$ cat config.mk
export PLATFORM = sky130hd
export DESIGN_NAME = shift_sequencer
export DESIGN_NICKNAME = d
export VERILOG_FILES = /design/src/rtl/shift_sequencer.sv
export SDC_FILE = /design/constraint.sdc
export NUM_CORES = 1
export LEC_CHECK = 0
export CAP_MARGIN = 20
export CORE_MARGIN = 8
export CORE_UTILIZATION = 54
export DETAILED_ROUTE_END_ITERATION = 10
export MAX_ROUTING_LAYER = met4
export PLACE_DENSITY = 0.83
export SYNTH_ARGS = -nofsm -noshare
export SYNTH_HDL_FRONTEND = slang
export SYNTH_SLANG_ARGS = --single-unit
$ cat constraint.sdc
create_clock -name clk -period 3.53 [get_ports clk]
set_clock_uncertainty 0.05 [all_clocks]
set_input_delay 0.353 -clock clk [delete_from_list [all_inputs] [get_ports clk]]
set_output_delay 0.353 -clock clk [all_outputs]
set_load 0.1 [all_outputs]
$ cat src/rtl/shift_sequencer.sv
// Shift/rotate sequencer: loads a word, then shifts it once per prescaler tick
// for a counted number of steps or until stopped.
module shift_sequencer #(
   parameter int WIDTH = 8,
   parameter int DIV_W = 25
) (
   input  logic             clk,
   input  logic             rst,
   input  logic             start,
   input  logic             stop,
   input  logic [1:0]       mode,
   input  logic [3:0]       count,
   input  logic [4:0]       div_sel,
   input  logic [WIDTH-1:0] load_data,
   output logic [WIDTH-1:0] data_out,
   output logic             busy,
   output logic             done,
   output logic             tick
);

   typedef enum logic [1:0] {
      S_IDLE = 2'd0,
      S_RUN  = 2'd1,
      S_DONE = 2'd2
   } state_t;

   state_t           state_q;
   logic [WIDTH-1:0] data_q;
   logic [1:0]       mode_q;
   logic [4:0]       div_q;
   logic [DIV_W-1:0] presc_q;
   logic [3:0]       rem_q;
   logic             free_q;
   logic             busy_q;
   logic             done_q;
   logic             tick_q;

   logic [4:0]       div_cap;
   logic [DIV_W-1:0] term;
   logic [DIV_W-1:0] presc_d;
   logic             at_term;

   function automatic logic [WIDTH-1:0] shift_by_mode(input logic [1:0] m,
                                                      input logic [WIDTH-1:0] v);
      logic [WIDTH-1:0] r;
      case (m)
         2'b00:   r = {v[WIDTH-2:0], 1'b0};
         2'b01:   r = {1'b0, v[WIDTH-1:1]};
         2'b10:   r = {v[WIDTH-2:0], v[WIDTH-1]};
         default: r = {v[0], v[WIDTH-1:1]};
      endcase
      return r;
   endfunction

   // Terminal count 2^d-1; in a narrow prescaler build large d saturates to all ones.
   always_comb begin
      div_cap = (div_sel > 5'd24) ? 5'd24 : div_sel;
      term    = (DIV_W'(1) << div_q) - DIV_W'(1);
      at_term = (presc_q == term);
      presc_d = at_term ? '0 : (presc_q + DIV_W'(1));
   end

   always_ff @(posedge clk or posedge rst) begin
      if (rst) begin
         state_q <= S_IDLE;
         data_q  <= '0;
         mode_q  <= 2'b00;
         div_q   <= 5'd0;
         presc_q <= '0;
         rem_q   <= 4'd0;
         free_q  <= 1'b0;
         busy_q  <= 1'b0;
         done_q  <= 1'b0;
         tick_q  <= 1'b0;
      end else begin
         case (state_q)
            S_IDLE: begin
               done_q <= 1'b0;
               tick_q <= 1'b0;
               if (start) begin
                  data_q  <= load_data;
                  mode_q  <= mode;
                  div_q   <= div_cap;
                  presc_q <= '0;
                  rem_q   <= count;
                  free_q  <= (count == 4'd0);
                  busy_q  <= 1'b1;
                  tick_q  <= (div_cap == 5'd0);
                  state_q <= S_RUN;
               end
            end
            S_RUN: begin
               if (stop) begin
                  presc_q <= '0;
                  busy_q  <= 1'b0;
                  done_q  <= 1'b1;
                  tick_q  <= 1'b0;
                  state_q <= S_DONE;
               end else if (at_term && !free_q && rem_q == 4'd1) begin
                  data_q  <= shift_by_mode(mode_q, data_q);
                  rem_q   <= 4'd0;
                  presc_q <= '0;
                  busy_q  <= 1'b0;
                  done_q  <= 1'b1;
                  tick_q  <= 1'b0;
                  state_q <= S_DONE;
               end else begin
                  if (at_term) begin
                     data_q <= shift_by_mode(mode_q, data_q);
                     if (!free_q) rem_q <= rem_q - 4'd1;
                  end
                  presc_q <= presc_d;
                  tick_q  <= (presc_d == term);
               end
            end
            S_DONE: begin
               done_q  <= 1'b0;
               tick_q  <= 1'b0;
               busy_q  <= 1'b0;
               state_q <= S_IDLE;
            end
            default: begin
               busy_q  <= 1'b0;
               done_q  <= 1'b0;
               tick_q  <= 1'b0;
               state_q <= S_IDLE;
            end
         endcase
      end
   end

   assign data_out = data_q;
   assign busy     = busy_q;
   assign done     = done_q;
   assign tick     = tick_q;

endmodule

=== Word level (Yosys, flattened, before mapping) ===
Cells that the tools add are included.

* $add $sub $neg: 3
* Multipliers: 0
* Divide/modulo/power cells: 0
* Magnitude comparators: 1
* Equal/unequal tests: 11
* Shift-type cells: 1
* Mux-type cells: 33
* Bitwise operators: 0
* Reductions and logical operators: 13

{| class="wikitable"
|+ Operator list
! operator !! number
|-
| $mux W25 || 4
|-
| $eq A25 B25 Y1 || 2
|-
| $pmux W25 S2 || 1
|-
| $mux W8 || 4
|-
| $add A25 B1 Y25 const B || 1
|-
| $shl A1 B5 Y25 const A || 1
|-
| $sub A25 B2 Y25 const B || 1
|-
| $pmux W8 S3 || 1
|-
| $mux W4 || 5
|-
| $pmux W8 S2 || 1
|-
| $mux W1 || 9
|-
| $ne A3 B3 Y1 const B || 3
|-
| $pmux W4 S2 || 1
|-
| $mux W2 || 3
|-
| $reduce_and A2 Y1 || 3
|-
| $gt A5 B5 Y1 const B || 1
|-
| $logic_not A5 Y1 || 1
|-
| $mux W5 || 1
|-
| $reduce_and A5 Y1 || 1
|-
| $eq A2 B1 Y1 const B || 2
|-
| $eq A4 B1 Y1 const B || 1
|-
| $logic_not A2 Y1 || 2
|-
| $logic_not A4 Y1 || 1
|-
| $ne A2 B2 Y1 const B || 2
|-
| 8 further kinds || 10
|}

* Register bits after elaboration: 50
* Latch bits: 0
* Bits in writable memories: 0
* Memory bits (read-only): 0
* Input port bits: 23
* Output and inout port bits: 11
* Memories: 0

=== Longest topological paths before layout ===
Gate-level depths: netlist (run 1).

* Depth after elaboration: 8
* Gate-level depth with buffers: 17

=== Worst setup path before layout (run 1) ===
Ideal clock, no wire load.

* Path type: register -> register
* From: reg div_q[4]
* To: reg data_q[0] (netlist: data_out[0])
* Library setup time: 0.126 ns
* Data arrival time: 3.575 ns
* Required time: 3.354 ns
* Slack: -0.221 ns
* Cell stages (with the launch flop): 14
* Buffers on the path: 3
* Clock period less this slack: 3.751 ns
* Path through: dfrtp_1 buf_2 buf_2 nor3_1 nand3b_1 ha_1 or4_1 a211oi_1 o31ai_1 or4_4 nor3_4 a21bo_2 buf_4 mux2_2

* Cells in the longest elaborated chain, start to end: 8

{| class="wikitable"
|+ RTL lines
! item !! line !! text
|-
| start: declaration || 30 || <nowiki>logic [4:0] div_q;</nowiki>
|-
| start signal: assignment || 83 || <nowiki>div_q <= div_cap;</nowiki>
|-
| $shl A1 B5 Y25 (*) || 58 || <nowiki>term = (DIV_W'(1) << div_q) - DIV_W'(1);</nowiki>
|-
| $sub A25 B2 Y25 (*) || 58 ||
|-
| $eq A25 B25 Y1 (*) || 59 || <nowiki>at_term = (presc_q == term);</nowiki>
|-
| $logic_and A1 B1 Y1 (2 in series) || 99 || <nowiki>end else if (at_term && !free_q && rem_q == 4'd1) begin</nowiki>
|-
| $mux W8 || 99 ||
|-
| $mux W8 || 93 || <nowiki>if (stop) begin</nowiki>
|-
| $pmux W8 S2 || 76 || <nowiki>case (state_q)</nowiki>
|-
| end signal: assignment || 81 || <nowiki>data_q <= load_data;</nowiki>
|-
| end signal: assignment || 100 || <nowiki>data_q <= shift_by_mode(mode_q, data_q);</nowiki>
|-
| end signal: assignment || 109 || <nowiki>data_q <= shift_by_mode(mode_q, data_q);</nowiki>
|-
| end: declaration || 28 || <nowiki>logic [WIDTH-1:0] data_q;</nowiki>
|}

Every way passes the cells marked *; elsewhere a longest branch is shown, timed or not. The select of a mux whose other input is x is not followed.
A chain may end at the register's enable or synchronous reset.

=== Worst setup path in the final report (run 1) ===
* From: reg div_q[4]
* To: reg data_q[6] (netlist: data_out[6])

Same word-level chain as after synthesis.

==> reports/metrics.yaml, run 1 <==
run_status:
  status: "finished, final reports clean"
route:
  drt_iter0_markers: 339
  ant_nets: 0
  drt_wl_total_mm: 12.52
  wl_per_cell_um: 19.17
  drc: 0
  via_count: 4168
  viasPerCell: 6.383
  first_pass_iters: 5
power_and_ir_drop:
  p_total_w: 0.004300
  ir_drop_mv: 0.9805
  power.leakage_nw: 1.999
  powerDensity_nw_per_um2: 855.9
synthesis:
  synth_area_per_cell_um2: 8.102
  yosys.area.top_type: "dfrtp_1"
  async_reset_ff_share_pct: 100.0
  synth_cells: 507
  synth-seq-area-share_pct: 29.85
  syn_nets: 534
  synth_seq_cells: 49
  syn_area_um2: 4108
  yosysWarnings: 0
  synth_top_cell_area_share_pct: 29.85
  synth.area.top_cells: "dfrtp_1 30%, xnor2_1 6.0%, o21ai_0 5.6%"
  synth_top_flop_cell: "dfrtp_1"
  synth-edff-count: 0
  synthDistinctLibCells: 65
critical_path:
  r2r_cells: 14
  startpoint_type: "flip-flop"
  worstSetupStartpoint: "div_q[4]"
  worstSetupEndpointType: "flip-flop"
  crit_type: "flip-flop to flip-flop"
  crit_required_ps: 3690
  timing.rr.start: "div_q[4]"
  reg2reg_to: "data_out[6]"
  crit_end: "data_out[6]"
  crit_fanout: 7
  arrival_ps: 3680
  ff2ff_setup_slack_ps: 10
cells_and_area:
  stdcell_count: 653
  syn_to_final_growth_pct: 22.30
  multiInputGateArea_um2: 2824
  fin_nets: 577
  seq_area_um2: 1229
  n_antenna_cell: 0
  drive_above_1_share_pct: 17.97
  n_fill_cell: 646
die:
  dieArea_um2: 10650
  die_h_um: 103.2
  die_w_um: 103.2
  start_util_pct: 54.57
  fp-row-count: 32
  core_area_um2: 7527
  num_io_pins: 34
cts:
  clk_pin_slew_worst_paths_ps: 100
  cts_tree: "built"
  cts_root_buf: "clkbuf_8"
  clockBufferDepth: 2
  cts_sinks: 49
  clk_latency_ps: 320
  cts_buffers: 5
  htree_levels: 2
sta:
  setup_viol: 0
  relSlewSlack_pct: 32.19
  worst_pin_slew_ps: 1014
  setup_slack_ps: 9.625
  max_freq_mhz: 284.1
  hold_slack_ps: 267.7
  rsz0062_at_grt: "true"
  fin_crit_sh_pct: 99.73
  setup_tns_ps: 0
  hold_viol: 0
  final.min_clock_period_ps: 3520
  slew_viol_final: 0
global_routing:
  grt_max_degree: 50
  overflow: 0
  antenna_found_initial: 0
  grt_pass1_vias: 3871
  grt_pass1_wl_mm: 19.36
  grt_usage_pct: 23.76
placed_design:
  globalplace.congestion: 0.9977
  place_ws_ps: -13.45
  dp.cells: 633
  hpwl_mm: 8.911
  io_buffer_count: 33
job:
  maxCapViolations: 0
min_path:
  min_path_type: "input pin to asynchronous set/reset pin"
-- layout by cell type (no fill, tap or decap), types with 15 or more instances in the layout --
cell,synthesis,final
xnor2_1,28,28
o21ai_0,46,43
a21oi_1,18,15
dfrtp_1,49,47
clkdlybuf4s50_1,0,33
nand3_1,17,17
nand2_1,54,52
nor2_1,29,28
buf_4,1,32
inv_1,16,15
nor3_1,19,18
-- cells in the mapped netlist (4+ instances only) --
master,instances
clkbuf_1,22
or3_1,7
nand3b_1,4
o21a_1,4
o22ai_1,6
dfrtp_1,49
o31ai_1,8
o21ai_0,46
o211ai_1,5
and3_1,9
and2_1,10
buf_2,11
nor3_1,19
and4_1,4
nor2_1,29
nand3_1,17
or2_2,5
mux2i_1,8
a22oi_1,6
a22o_1,4
nand4_1,12
nor3b_1,5
xnor2_1,28
inv_1,16
mux2_2,13
xor2_1,14
nor2b_1,5
a221oi_1,4
a21oi_1,18
ha_1,4
nand2_1,54
nand2b_1,4
nor4_1,4
-- final cells by class --
class / instances / area share [%]
Clock inverter: 3 / 0.4234
Timing Repair Buffer: 72 / 13.80
Inverter: 16 / 1.196
Sequential cell: 49 / 24.46
Clock buffer: 5 / 1.370
Tap cell: 102 / 2.540
Multi-Input combinational cell: 406 / 56.21
-- through the flow --
| stage | area (um^2) | util, % |
|---|---|---|
| 2_1_floorplan | 4143 | - |
| 6_report | 5024 | 66.74 |
| 3_3_place_gp | 4652 | 61.80 |
| 4_1_cts | 4765 | 63.30 |
| 5_1_grt | 5024 | 66.74 |
| 3_5_place_dp | 4652 | 61.80 |
-- sequential cells by signal, indices dropped and copies added, names as in the netlist, 2 cells and up --
name      count
rem_q         4
data_out      8
div_q         5
presc_q      25
mode_q        2
-- critical path, stage by stage, from the launching register on --
cell       delay (ps)
dfrtp_2           450
nor3_4            200
nand3b_1          160
ha_4              230
buf_6             140
nor3b_2           230
o211ai_1          130
o211ai_1          150
nand4_1           140
or4_4             510
nor3_4            190
buf_4             170
clkbuf_16         140
a21bo_4           160
mux2_2            340
-- cell families after synthesis --
group	synth area share (%)
adder cells (fa/ha/maj)	1.218
flip-flops	29.85
buffers and inverters	5.635
multiplexers	5.513
XOR/XNOR	9.534
AO/OA/AOI/OAI	22.36
AND/OR/NAND/NOR	25.89
-- how the worst min path moves through the flow --
stage	endpoint	startpoint	slack [ps]
6_report	rem_q[1]	rst	270
5_1_grt	rem_q[1]	rst	310
4_1_cts	mode_q[1]	mode_q[1]	520
3_5_place_dp	mode_q[1]	mode_q[1]	490
3_3_place_gp	rem_q[3]	rem_q[3]	470
2_1_floorplan	div_q[0]	div_sel[0]	440
-- per-layer routing --
metal | part of all wire (%) | GRT usage (%) | routed length, um | up-vias
met2 | 49 | 36.92 | 6138 | 170
met5 | 0 | - | 0 | -
li1 | - | - | - | 1945
met1 | 43 | 29.91 | 5405 | 2026
met4 | 2.6 | 11.46 | 323 | 0
met3 | 5.2 | 3.280 | 654 | 27
-- where the power goes --
| part | total [W] | internal (W) | switching (W) |
|---|---|---|---|
| Combinational | 0.00306 | 0.00123 | 0.00184 |
| Clock | 0.000359 | 0.000141 | 0.000217 |
| Sequential | 0.000877 | 0.000700 | 0.000177 |
-- what timing repair did --
item | in CTS | in global routing
gates cloned | 0 | 2
setup buffers | 2 | 7
gates resized for setup | 2 | 33
setup endpoints to repair | 13 | 31
hold buffers | 0 | 0
pin swaps | 0 | 20
No activity file was read; power rests on OpenSTA's default activity.
==> run 2: changes to the inputs <==
- CORE_UTILIZATION: 54 -> 55
- PLACE_DENSITY: 0.83 -> 0.81
- clock period: 3.53 -> 3.4 ns (I/O delays scaled with it)
==> run 2 against run 1 <==
  * The run now ends with setup timing left
  * Utilization increased by 3.0 points
  * Die area decreased by 1.5%
  * Sequential share of layout area decreased by 0.21 points
  * Clock power increased by 38%
  * Critical endpoint is now tick
  * Largest cell class unchanged
  * Highest routed layer unchanged
==> reports/metrics.yaml, run 2 (synthesis gave the netlist of run 1 again) <==
sta:
  max_freq_mhz: 288.7
  hold_slack_ps: 267.1
  relSlewSlack_pct: 34.27
  slew_viol_final: 0
  fin_crit_sh_pct: 101.9
  rsz0062_at_grt: "true"
  worst_pin_slew_ps: 982.8
  hold_viol: 0
  setup_slack_ps: -63.47
  setup_viol: 9
  final.min_clock_period_ps: 3463
global_routing:
  use_met3_pct: 4.155
  grt_pass1_wl_mm: 20.09
  use_met2_pct: 40.21
  grt_pass1_vias: 3985
  overflow: 0
  grt_max_degree: 50
  antenna_found_initial: 0
  grt.busiest_layer: "met2"
  grt_usage_pct: 24.90
  grt_use_met1_pct: 30.24
placed_design:
  postPlaceCellArea_um2: 4740
  hpwl_mm: 9.426
  globalplace.congestion: 1.038
  io_buffer_count: 33
  place_ws_ps: -105.4
  dp.cells: 642
cells_and_area:
  syn_to_final_growth_pct: 23.12
  n_antenna_cell: 0
  most-common-layout-cells: "51 x nand2_1, 49 x dfrtp_1, 40 x buf_4"
  final_cell_area_um2: 5057
  stdcell_count: 656
  fin_nets: 583
  largest_register: "presc_q"
  largest_reg_flops: 25
  drive_above_1_share_pct: 18.67
  layout_commonest_cell: "nand2_1"
run_status:
  status: "finished, violations left"
  violations: "setup timing"
cts:
  htree_levels: 2
  cts_buffers: 5
  clk_latency_ps: 310
  cts_tree: "built"
  clk_pin_slew_worst_paths_ps: 90
  cts_sinks: 49
  clockBufferDepth: 2
  cts_root_buf: "clkbuf_8"
critical_path:
  cp_top_family: "simple AND/OR/NAND/NOR gates"
  crit_chain: "nor3_4 -> nand3b_1 -> ha_4 -> clkbuf_2 -> nor4_4 -> a211oi_2 -> xnor2_1 -> or4_4 -> nor3_4 -> buf_12 -> o211ai_1 -> a22o_1 -> o41ai_2"
  crit_required_ps: 3550
  cp_common_cell: "nor3_4"
  cpMaxStageDelayCell: "or4_4"
  arrival_ps: 3610
  max_stage_delay_ps: 550
  crit_buf_inv: 2
  crit_type: "flip-flop to flip-flop"
  worstSetupEndpointType: "flip-flop"
  crit_fanout: 12
  startpoint_type: "flip-flop"
die:
  num_io_pins: 34
  die_w_um: 102.4
  dieArea_um2: 10490
  start_util_pct: 56.63
  core_area_um2: 7253
  die_h_um: 102.4
  fp-row-count: 31
route:
  ant_nets: 0
  drt_iter0_markers: 208
  via_count: 4156
  first_pass_iters: 5
  drt_wl_total_mm: 12.53
  viasPerCell: 6.335
  wl_per_cell_um: 19.09
  drc: 0
min_path:
  min_path_type: "input pin to asynchronous set/reset pin"
power_and_ir_drop:
  ir_drop_mv: 0.8286
  powerDensity_nw_per_um2: 900.7
  p_total_w: 0.004555
  power.leakage_nw: 2.055
job:
  maxCapViolations: 0
-- run 2: per-stage QoR --
stage / setup TNS, ps / utilization (%)
final: -241.9 / 69.73
after global routing: -1390 / 69.73
after CTS: -120.5 / 67.36
after detailed placement: -868.6 / 65.34
after global placement: -41.39 / 65.34
after floorplan: -396.9 / -
-- run 2: worst reg2reg max path, delay by kind of cell (launching register included) --
family          cells  cell delay [ps]
buf+inv             2              330
compound gates      4              790
xor+xnor            1              140
flops               1              420
fa+ha+maj           1              210
simple gates        5             1420
-- run 2: final timing paths --
check                                    to  slack [ps]  depth (start not counted)      from
worst min-delay path            presc_q[15]         270                          2       rst
min in group clk                   rem_q[3]         520                          2  rem_q[3]
worst min register to register     rem_q[3]         520                          2  rem_q[3]
worst max-delay path                   tick         -60                         13  div_q[3]
max in group asynchronous          div_q[3]        2520                          3       rst
worst max register to register         tick         -60                         13  div_q[3]
-- run 2: timing repair --
action                                  in CTS  in global routing
setup buffers                                1                  3
hold buffers                                 0                  0
gates resized for setup                      2                 32
pin swaps                                    2                  5
endpoints found under the setup margin      18                 38
endpoints found under the hold margin        0                  0
cloned                                       0                  1
-- run 2: per-layer routing --
| metal | wire, um | vias to the layer above |
|---|---|---|
| met4 | 432 | 0 |
| met2 | 6020 | 141 |
| met5 | 0 | - |
| li1 | - | 1949 |
| met3 | 691 | 41 |
| met1 | 5381 | 2025 |
-- run 2: area by class of cell --
class                   instances  area (um^2)
multi-input cells             406         2811
fillers                       610         2196
flip-flops and latches         49         1226
repair buffers                 78        701.9
well taps                      99        123.9
clock buffers                   5        68.82
clock inverters                 3        65.06
inverters                      16        60.06
-- run 2: where the power goes --
group	total [W]	internal (W)	switching [W]
Clock	0.000497	0.000292	0.000204
Combinational	0.00316	0.00127	0.00189
Sequential	0.000900	0.000725	0.000175
Total	0.00456	0.00229	0.00227
